--- src/rtl/cmd_parser_pkg.sv ---
// cmd_parser_pkg: parser states, frame header and the acquisition configuration word field map.
package cmd_parser_pkg;
    typedef enum logic [1:0] {ST_IDLE, ST_PAYLOAD, ST_CHECK} state_e;
    localparam logic [7:0] CMD_HDR_CONFIG = 8'h43;
    localparam int CFG_W          = 29;
    localparam int TRIG_LEVEL_OFF = 0;
    localparam int TRIG_LEVEL_W   = 8;
    localparam int TRIG_EDGE_OFF  = 8;
    localparam int TRIG_EDGE_W    = 1;
    localparam int TRIG_EN_OFF    = 9;
    localparam int TRIG_EN_W      = 1;
    localparam int PRETRIG_OFF    = 10;
    localparam int PRETRIG_W      = 10;
    localparam int DECIM_OFF      = 20;
    localparam int DECIM_W        = 9;
    function automatic logic rsvd_clear(input logic [31:0] w);
        return w[31:CFG_W] == '0;
    endfunction
endpackage

--- src/rtl/cmd_parser_idle_timer.sv ---
// idle_timer: inter-byte idle counter; expired flags the cycle whose edge brings the count to LIMIT.
module idle_timer #(
    parameter int WIDTH = 18,
    parameter int LIMIT = 250_000
) (
    input  logic clk,
    input  logic rst,
    input  logic clear,
    input  logic run,
    output logic expired
);
    logic [WIDTH-1:0] cnt_q, cnt_d;
    always_comb cnt_d = clear ? '0 : run ? cnt_q + WIDTH'(1) : cnt_q;
    assign expired = run && !clear && cnt_q == WIDTH'(LIMIT - 1);
    always_ff @(posedge clk) begin
        if (rst) cnt_q <= '0;
        else cnt_q <= cnt_d;
    end
endmodule

--- src/rtl/cmd_parser.sv ---
// cmd_parser: recognises 'C' configuration frames from the UART and commits a 29-bit acquisition word.
// Optional checksum byte and CHECK state are built only when CMD_CHECKSUM_EN is defined.
module cmd_parser
    import cmd_parser_pkg::*;
#(
    parameter int               TIMEOUT_CYCLES = 250_000,
    parameter int               VALID_HOLD     = 4,
    parameter logic [CFG_W-1:0] DEFAULT_CFG    = '0
) (
    input  logic             clk,
    input  logic             rst,
    input  logic [7:0]       rx_data,
    input  logic             rx_data_fresh,
    output logic [CFG_W-1:0] configuration,
    output logic             configuration_valid,
    output logic             frame_error
);
    localparam int         TW   = $clog2(TIMEOUT_CYCLES + 1);
    localparam logic [3:0] HOLD = 4'(VALID_HOLD);
    state_e           state_q;
    logic [1:0]       idx_q;
    logic [23:0]      lo_q;
    logic [3:0]       hold_q;
    logic [CFG_W-1:0] cfg_q;
    logic             valid_q, err_q, expired, done, ok;
    logic [31:0]      word;
`ifdef CMD_CHECKSUM_EN
    logic [7:0]       p3_q, xor_q;
    assign word = {p3_q, lo_q};
    assign done = rx_data_fresh && state_q == ST_CHECK;
    assign ok   = rsvd_clear(word) && rx_data == xor_q;
`else
    // P3 is taken straight from the bus so the commit lands on the edge after it.
    assign word = {rx_data, lo_q};
    assign done = rx_data_fresh && state_q == ST_PAYLOAD && idx_q == 2'd3;
    assign ok   = rsvd_clear(word);
`endif
    idle_timer #(.WIDTH(TW), .LIMIT(TIMEOUT_CYCLES)) u_timer (
        .clk     (clk),
        .rst     (rst),
        .clear   (rx_data_fresh || state_q == ST_IDLE),
        .run     (state_q != ST_IDLE),
        .expired (expired)
    );
    always_ff @(posedge clk) begin
        if (rst) begin
            state_q <= ST_IDLE;
            idx_q   <= '0;
            lo_q    <= '0;
            hold_q  <= '0;
            cfg_q   <= DEFAULT_CFG;
            valid_q <= 1'b0;
            err_q   <= 1'b0;
`ifdef CMD_CHECKSUM_EN
            p3_q    <= '0;
            xor_q   <= '0;
`endif
        end else begin
            err_q   <= expired || (done && !ok);
            valid_q <= (done && ok) || hold_q > 4'd1;
            hold_q  <= (done && ok) ? HOLD : hold_q - ((hold_q != '0) ? 4'd1 : 4'd0);
            if (done && ok) cfg_q <= word[CFG_W-1:0];
            if (expired || done) begin
                state_q <= ST_IDLE;
            end else if (rx_data_fresh && state_q == ST_IDLE && rx_data == CMD_HDR_CONFIG) begin
                state_q <= ST_PAYLOAD;
                idx_q   <= '0;
`ifdef CMD_CHECKSUM_EN
                xor_q   <= '0;
`endif
            end else if (rx_data_fresh && state_q == ST_PAYLOAD) begin
                idx_q <= idx_q + 2'd1;
                if (idx_q != 2'd3) lo_q <= {rx_data, lo_q[23:8]};
`ifdef CMD_CHECKSUM_EN
                xor_q <= xor_q ^ rx_data;
                if (idx_q == 2'd3) begin
                    p3_q    <= rx_data;
                    state_q <= ST_CHECK;
                end
`endif
            end
        end
    end
    assign configuration       = cfg_q;
    assign configuration_valid = valid_q;
    assign frame_error         = err_q;
endmodule

--- config.mk ---
export PLATFORM = sky130hd
export DESIGN_NAME = cmd_parser
export DESIGN_NICKNAME = d
export VERILOG_FILES = /design/src/rtl/cmd_parser_pkg.sv /design/src/rtl/cmd_parser_idle_timer.sv /design/src/rtl/cmd_parser.sv
export SDC_FILE = /design/constraint.sdc
export NUM_CORES = 1
export LEC_CHECK = 0
export CAP_MARGIN = 25
export CORE_MARGIN = 5
export CORE_UTILIZATION = 40
export CTS_CLUSTER_SIZE = 40
export DETAILED_ROUTE_END_ITERATION = 12
export SLEW_MARGIN = 30
export SYNTH_ARGS = -nofsm -noshare
export SYNTH_HDL_FRONTEND = slang
export SYNTH_SLANG_ARGS = --single-unit
--- constraint.sdc ---
create_clock -name clk -period 2.4 [get_ports clk]
set_clock_uncertainty 0.2 [all_clocks]
set_input_delay 0.36 -clock clk [delete_from_list [all_inputs] [get_ports clk]]
set_output_delay 0.36 -clock clk [all_outputs]
set_load 0.01 [all_outputs]
==> Word-level counts from Yosys, hierarchy flattened <==
Index checks and enable logic that the tools add are counted.
{ "word_totals": {"input_bits": 11, "regBits": 80} }
{ "op_classes": {"bitwise_logic": 2, "addsub": 3, "reduce_logical": 23, "n_eq_ne": 4, "muxes": 4, "order_cmp": 1} }
{ "ops": {"columns": ["operator", "count"], "rows": [
  ["adder 18 x 1 -> 18 bit, second input constant", 1],
  ["equality test 18 bit, second input constant", 1],
  ["equality test 8 x 7 -> 1 bit, second input constant", 1],
  ["logical AND 1 bit", 8],
  ["OR reduction 2 bit", 3],
  ["greater-than comparator 4 x 1 -> 1 bit, second input constant", 1],
  ["logical OR 1 bit", 4],
  ["2-to-1 mux 2 bit", 2],
  ["AND reduction 4 bit", 1],
  ["nonzero test 4 bit", 1],
  ["subtractor 4 x 1 -> 4 bit", 1],
  ["logical NOT 3 bit", 1],
  ["2-to-1 mux 3 bit", 1],
  ["adder 2 x 1 -> 2 bit, second input constant", 1],
  ["equality test 2 bit, second input constant", 1],
  ["logical NOT 1 bit", 2],
  ["logical NOT 2 bit", 1],
  ["!= test 2 bit, second input constant", 1],
  ["inverter 1 bit", 2],
  ["AND reduction 2 bit", 1],
  ["nonzero test 2 bit", 1],
  ["2-to-1 mux 1 bit", 1]
]} }

==> Logic depth before layout (Yosys ltp) <==
{ "logic_depth": {"depth_word": 8, "mapped_depth": 7, "depth_no_buf": 6} }

==> Hierarchy <==
A second synthesis with hierarchy kept.
{ "hier_totals": {"cells_unflattened": 388, "area_unflattened_um2": 3250.6} }
{ "modules_own_cells": {"columns": ["mod", "area_each_um2", "cells_each", "n_inst"], "rows": [
  ["cmd_parser", 2389.8, 289, 1],
  ["idle_timer", 860.8, 99, 1]
]} }

==> Worst setup path after synthesis <==
OpenSTA, ideal clock, no wires.
{ "synth_timing": {"kind": "reg-to-reg", "start": "register idx_q[0]", "end": "register cfg_q[21] (netlist: configuration[21])", "t_arrival_ns": 1.387, "path_stages_with_launch": 8, "n_path_buf": 2, "setup_slack_ns": 0.743, "cell_sequence": "dfxtp_1 ha_1 and3_1 and3b_1 clkbuf_1 buf_2 nand2_1 a21oi_1"} }
{ "synth_via": {"elab_chain_len": 3} }
{ "synth_rtl": {"columns": ["element", "line", "text"], "rows": [
  ["start: declaration", "cmd_parser.sv:21", "logic [1:0] idx_q;"],
  ["start signal: assignment", "cmd_parser.sv:72", "idx_q <= idx_q + 2'd1;"],
  ["equality test 2 bit", "cmd_parser.sv:35", "assign done = rx_data_fresh && state_q == ST_PAYLOAD && idx_q == 2'd3;"],
  ["logical AND 1 bit", "cmd_parser.sv:35", null],
  ["logical AND 1 bit", "cmd_parser.sv:62", "if (done && ok) cfg_q <= word[CFG_W-1:0];"],
  ["end signal: assignment", "cmd_parser.sv:62", null],
  ["end: declaration", "cmd_parser.sv:24", "logic [CFG_W-1:0] cfg_q;"]
]} }
Every way passes these cells.
A chain may end at the register's enable or synchronous reset.

==> Worst setup path after layout <==
{ "layout_timing": {"start": "register state_q[0]", "end": "register u_timer.cnt_q[17]"} }
{ "layout_via": {"elab_chain_len": 3} }
{ "layout_rtl": {"columns": ["element", "line", "text"], "rows": [
  ["start: declaration", "cmd_parser.sv:20", "state_e state_q;"],
  ["start signal: assignment", "cmd_parser.sv:47", "state_q <= ST_IDLE;"],
  ["start signal: assignment", "cmd_parser.sv:64", "state_q <= ST_IDLE;"],
  ["start signal: assignment", "cmd_parser.sv:66", "state_q <= ST_PAYLOAD;"],
  ["logical NOT 2 bit", "cmd_parser.sv:41", ".clear (rx_data_fresh || state_q == ST_IDLE),"],
  ["logical OR 1 bit", "cmd_parser.sv:41", null],
  ["OR reduction 2 bit (no source line)", null, null],
  ["end signal: assignment", "cmd_parser_idle_timer.sv:17", "else cnt_q <= cnt_d;"],
  ["end: declaration", "cmd_parser_idle_timer.sv:12", "logic [WIDTH-1:0] cnt_q, cnt_d;"]
]} }
Parallel ways exist; a longest one is shown, timed or not.

==> impl_results.md <==
* Status: finished, final reports clean
* Clk slew on worst S/H paths at 0.08 ns
* Endpoints failing setup at 0
* Clk pwr share at 0.403
* Fmax at 0.511 GHz
* HPWL Detailed at 4560 um
* Maximum clock path buffer count at 2
* Post-synthesis sequential area ratio at 0.521
* Synthesized area at 3080 um^2
* # diodes at 0
* ANT nets after route at 0
* Final min period at 1.96 ns
* Max-Slew Margin vs Limit at 0.694
* Sum of negative setup slack at 0 ns
* Post-route cell area at 3760 um^2
* Mapped Cells at 371
* Port Buffer Count at 41
* Iter 0 DRT Violations at 192
* Initial Util at 0.404
* Vias per Instance at 4.91
* P per Cell Area at 695 nW/um^2
* Post-Place Setup Slack at 0.282 ns
* Max-cap viol count at 0
* Clock latency on the worst-skew pair at 0.34 ns
* H-tree Lvls at 3
* Initial antenna violation count at 0
* Cts bufs inserted at 9
* # resized after CTS at 0
* Crit path arrival time at 2.03 ns
* Fill cells at 768
* Setup crit end kind: flop
* Synth-to-layout area growth at 22.2%
* I/O Pins at 42
* Grt ovf at 0
* DRT Pass-1 Iters at 5
* Ys async rst share at 0
* Min-delay worst type: in -> reg
* Area after DPL at 3550 um^2
* First-pass GRT wire length at 11600 um
* Register area at 1600 um^2
* Main synth FF type: dfxtp_1
* Die height at 97.7 um
* Sw frac at 0.221
* Data required, critical path at 2.47 ns
* Syn Nets at 386
* All-Layer GR Usage at 0.145
* GP Congestion at 0.766
* Total core area at 7610 um^2
* Max-slew violations at 0
* DRC at 0
* Post-Route WL at 6680 um
* Post-CTS Hold Buffers at 0
* CTS tree: done
* Kind of critical path: reg -> reg
* Logic pwr share at 0.070
* Setup ws final at 0.443 ns
* P_sw at 0.578 mW
* Yosys cell types at 37
* Flop pwr share at 0.527
* Site Rows at 32
* Share of cells above drive strength 1 at 0.0732
* # nets final at 420
* Post-synth EDFFs at 0
* Seq cells post-synth at 80
* DIE AREA at 9540 um^2
* Avg Inst Size Synth at 8.29 um^2
* Crit path launch type: flop
* Die W at 97.7 um
* CP Max Fanout at 10
* Largest net degree at the start of global routing at 37
* RSZ-0062 raised after global routing: no
* Worst Tran Pin Value at 0.459 ns
* Via count at 2512
* Vias in the first global route at 2553
* Root buffer cell: clkbuf_8
* Wire per inst at 13.1 um
* LEAKAGE at 1.26 nW
* CTS Sinks at 80
* Worst ir drop on vdd at 0.353 mV
* Internal Power at 2.03 mW
* Final-report hold violation count at 0
* Multi-input gate area at 1340 um^2
* Total of warnings raised by yosys at 0
* Post-CTS Setup Bufs at 0
* Period utilisation layout at 0.815
==> metal layers <==
layer,share of wire,wire length [um],global-route usage,vias to the layer above
met5,0,0,0,-
met1,0.50,3340,0.181,1160
met3,0.041,271,0.0452,7
met2,0.45,3010,0.235,41
met4,0.010,68,0.0501,0
li1,-,-,-,1304
==> flip-flops by register name, summed over array words and instances (netlist names) <==
signal               count
frame_error              1
lo_q                    24
idx_q                    2
hold_q                   4
configuration_valid      1
configuration           29
u_timer.cnt_q           18
state_q                  1
==> Yosys cell counts, drive strengths merged (2+ instances only) <==
master / number / share of area
nor2: 18 / 0.022
xor2: 10 / 0.028
nor4bb: 2 / 0.0065
o31ai: 3 / 0.0073
buf: 8 / 0.021
nand3: 8 / 0.013
and2: 3 / 0.0065
and4: 3 / 0.0090
ha: 4 / 0.016
or4: 2 / 0.0049
a21oi: 64 / 0.10
inv: 2 / 0.0024
nor4: 2 / 0.0041
nand4: 7 / 0.019
or3: 2 / 0.0045
o21ai: 3 / 0.0049
dfxtp: 80 / 0.52
and3: 3 / 0.0061
nand2: 116 / 0.14
xnor2: 3 / 0.0085
nor3: 4 / 0.0065
clkbuf: 17 / 0.021
==> path summary, 6_finish.rpt <==
check | end | cells after the start | slack, ns | from
setup / recovery | u_timer.cnt_q[17] | 4 | 0.44 | state_q[0]
hold / removal | frame_error | 2 | 0.12 | rst
setup reg to reg | u_timer.cnt_q[17] | 4 | 0.44 | state_q[0]
hold reg to reg | u_timer.cnt_q[0] | 1 | 0.25 | u_timer.cnt_q[0]
==> cells in the final DEF, fill, tap and decap left out, types with 2 or more instances in the layout <==
cell,Yosys,layout
nand4_1,6,6
or4_1,2,2
clkdlybuf4s50_1,0,40
nor4_1,2,2
bufinv_16,0,2
and4_1,2,2
xnor2_1,3,3
nand3_1,8,8
nor3_1,4,4
nor2_1,18,18
ha_1,4,4
o21ai_0,3,3
buf_4,0,6
nor4bb_1,2,2
and2_1,2,2
clkbuf_8,0,9
nand2_1,114,114
clkinv_2,0,3
dfxtp_1,80,80
o31ai_1,3,3
a21oi_1,64,64
and3_1,3,3
xor2_1,10,10
inv_1,2,2
==> critical path, stage by stage (launching register included) <==
cell and delay, ns:
dfxtp_1 0.50, and4_1 0.47, nand2_4 0.08, or4_1 0.50
a21oi_1 0.14
==> cell type report <==
type / count / share of cell area
flip-flops and latches: 80 / 0.426
multi-input cells: 264 / 0.356
repair buffers: 48 / 0.125
clock buffers: 10 / 0.0340
well taps: 102 / 0.0340
clock inverters: 6 / 0.0223
inverters: 2 / 0.00200
==> through the flow <==
stage	hold slack, ns	util	instances	power (mW)
floorplan	0.213	-	371	1.53
global placement	0.226	0.466	496	1.59
detailed placement	0.231	0.466	496	1.59
CTS	0.118	0.494	512	2.65
global route	0.136	0.494	512	2.74
finish	0.119	0.494	512	2.61
==> kinds of logic (layout without fill, tap and decap cells) <==
logic type | count (synthesis) | count (layout) | synth area share
AOI/OAI and AO/OA | 72 | 72 | 0.121
xor gates and xnor gates | 13 | 13 | 0.0370
adders and majority gates | 4 | 4 | 0.0163
buffers and inverters | 27 | 66 | 0.0439
DFF | 80 | 80 | 0.521
and+or+nand+nor | 175 | 175 | 0.261
==> power groups by stage <==
stage / clock [mW] / sequential (mW) / combinational (mW)
2_1_floorplan: 0 / 1.41 / 0.125
3_3_place_gp: 0 / 1.41 / 0.184
3_5_place_dp: 0 / 1.41 / 0.186
4_1_cts: 1.08 / 1.38 / 0.187
5_1_grt: 1.14 / 1.38 / 0.215
6_report: 1.05 / 1.38 / 0.183
No activity file was read; power rests on OpenSTA's default activity.
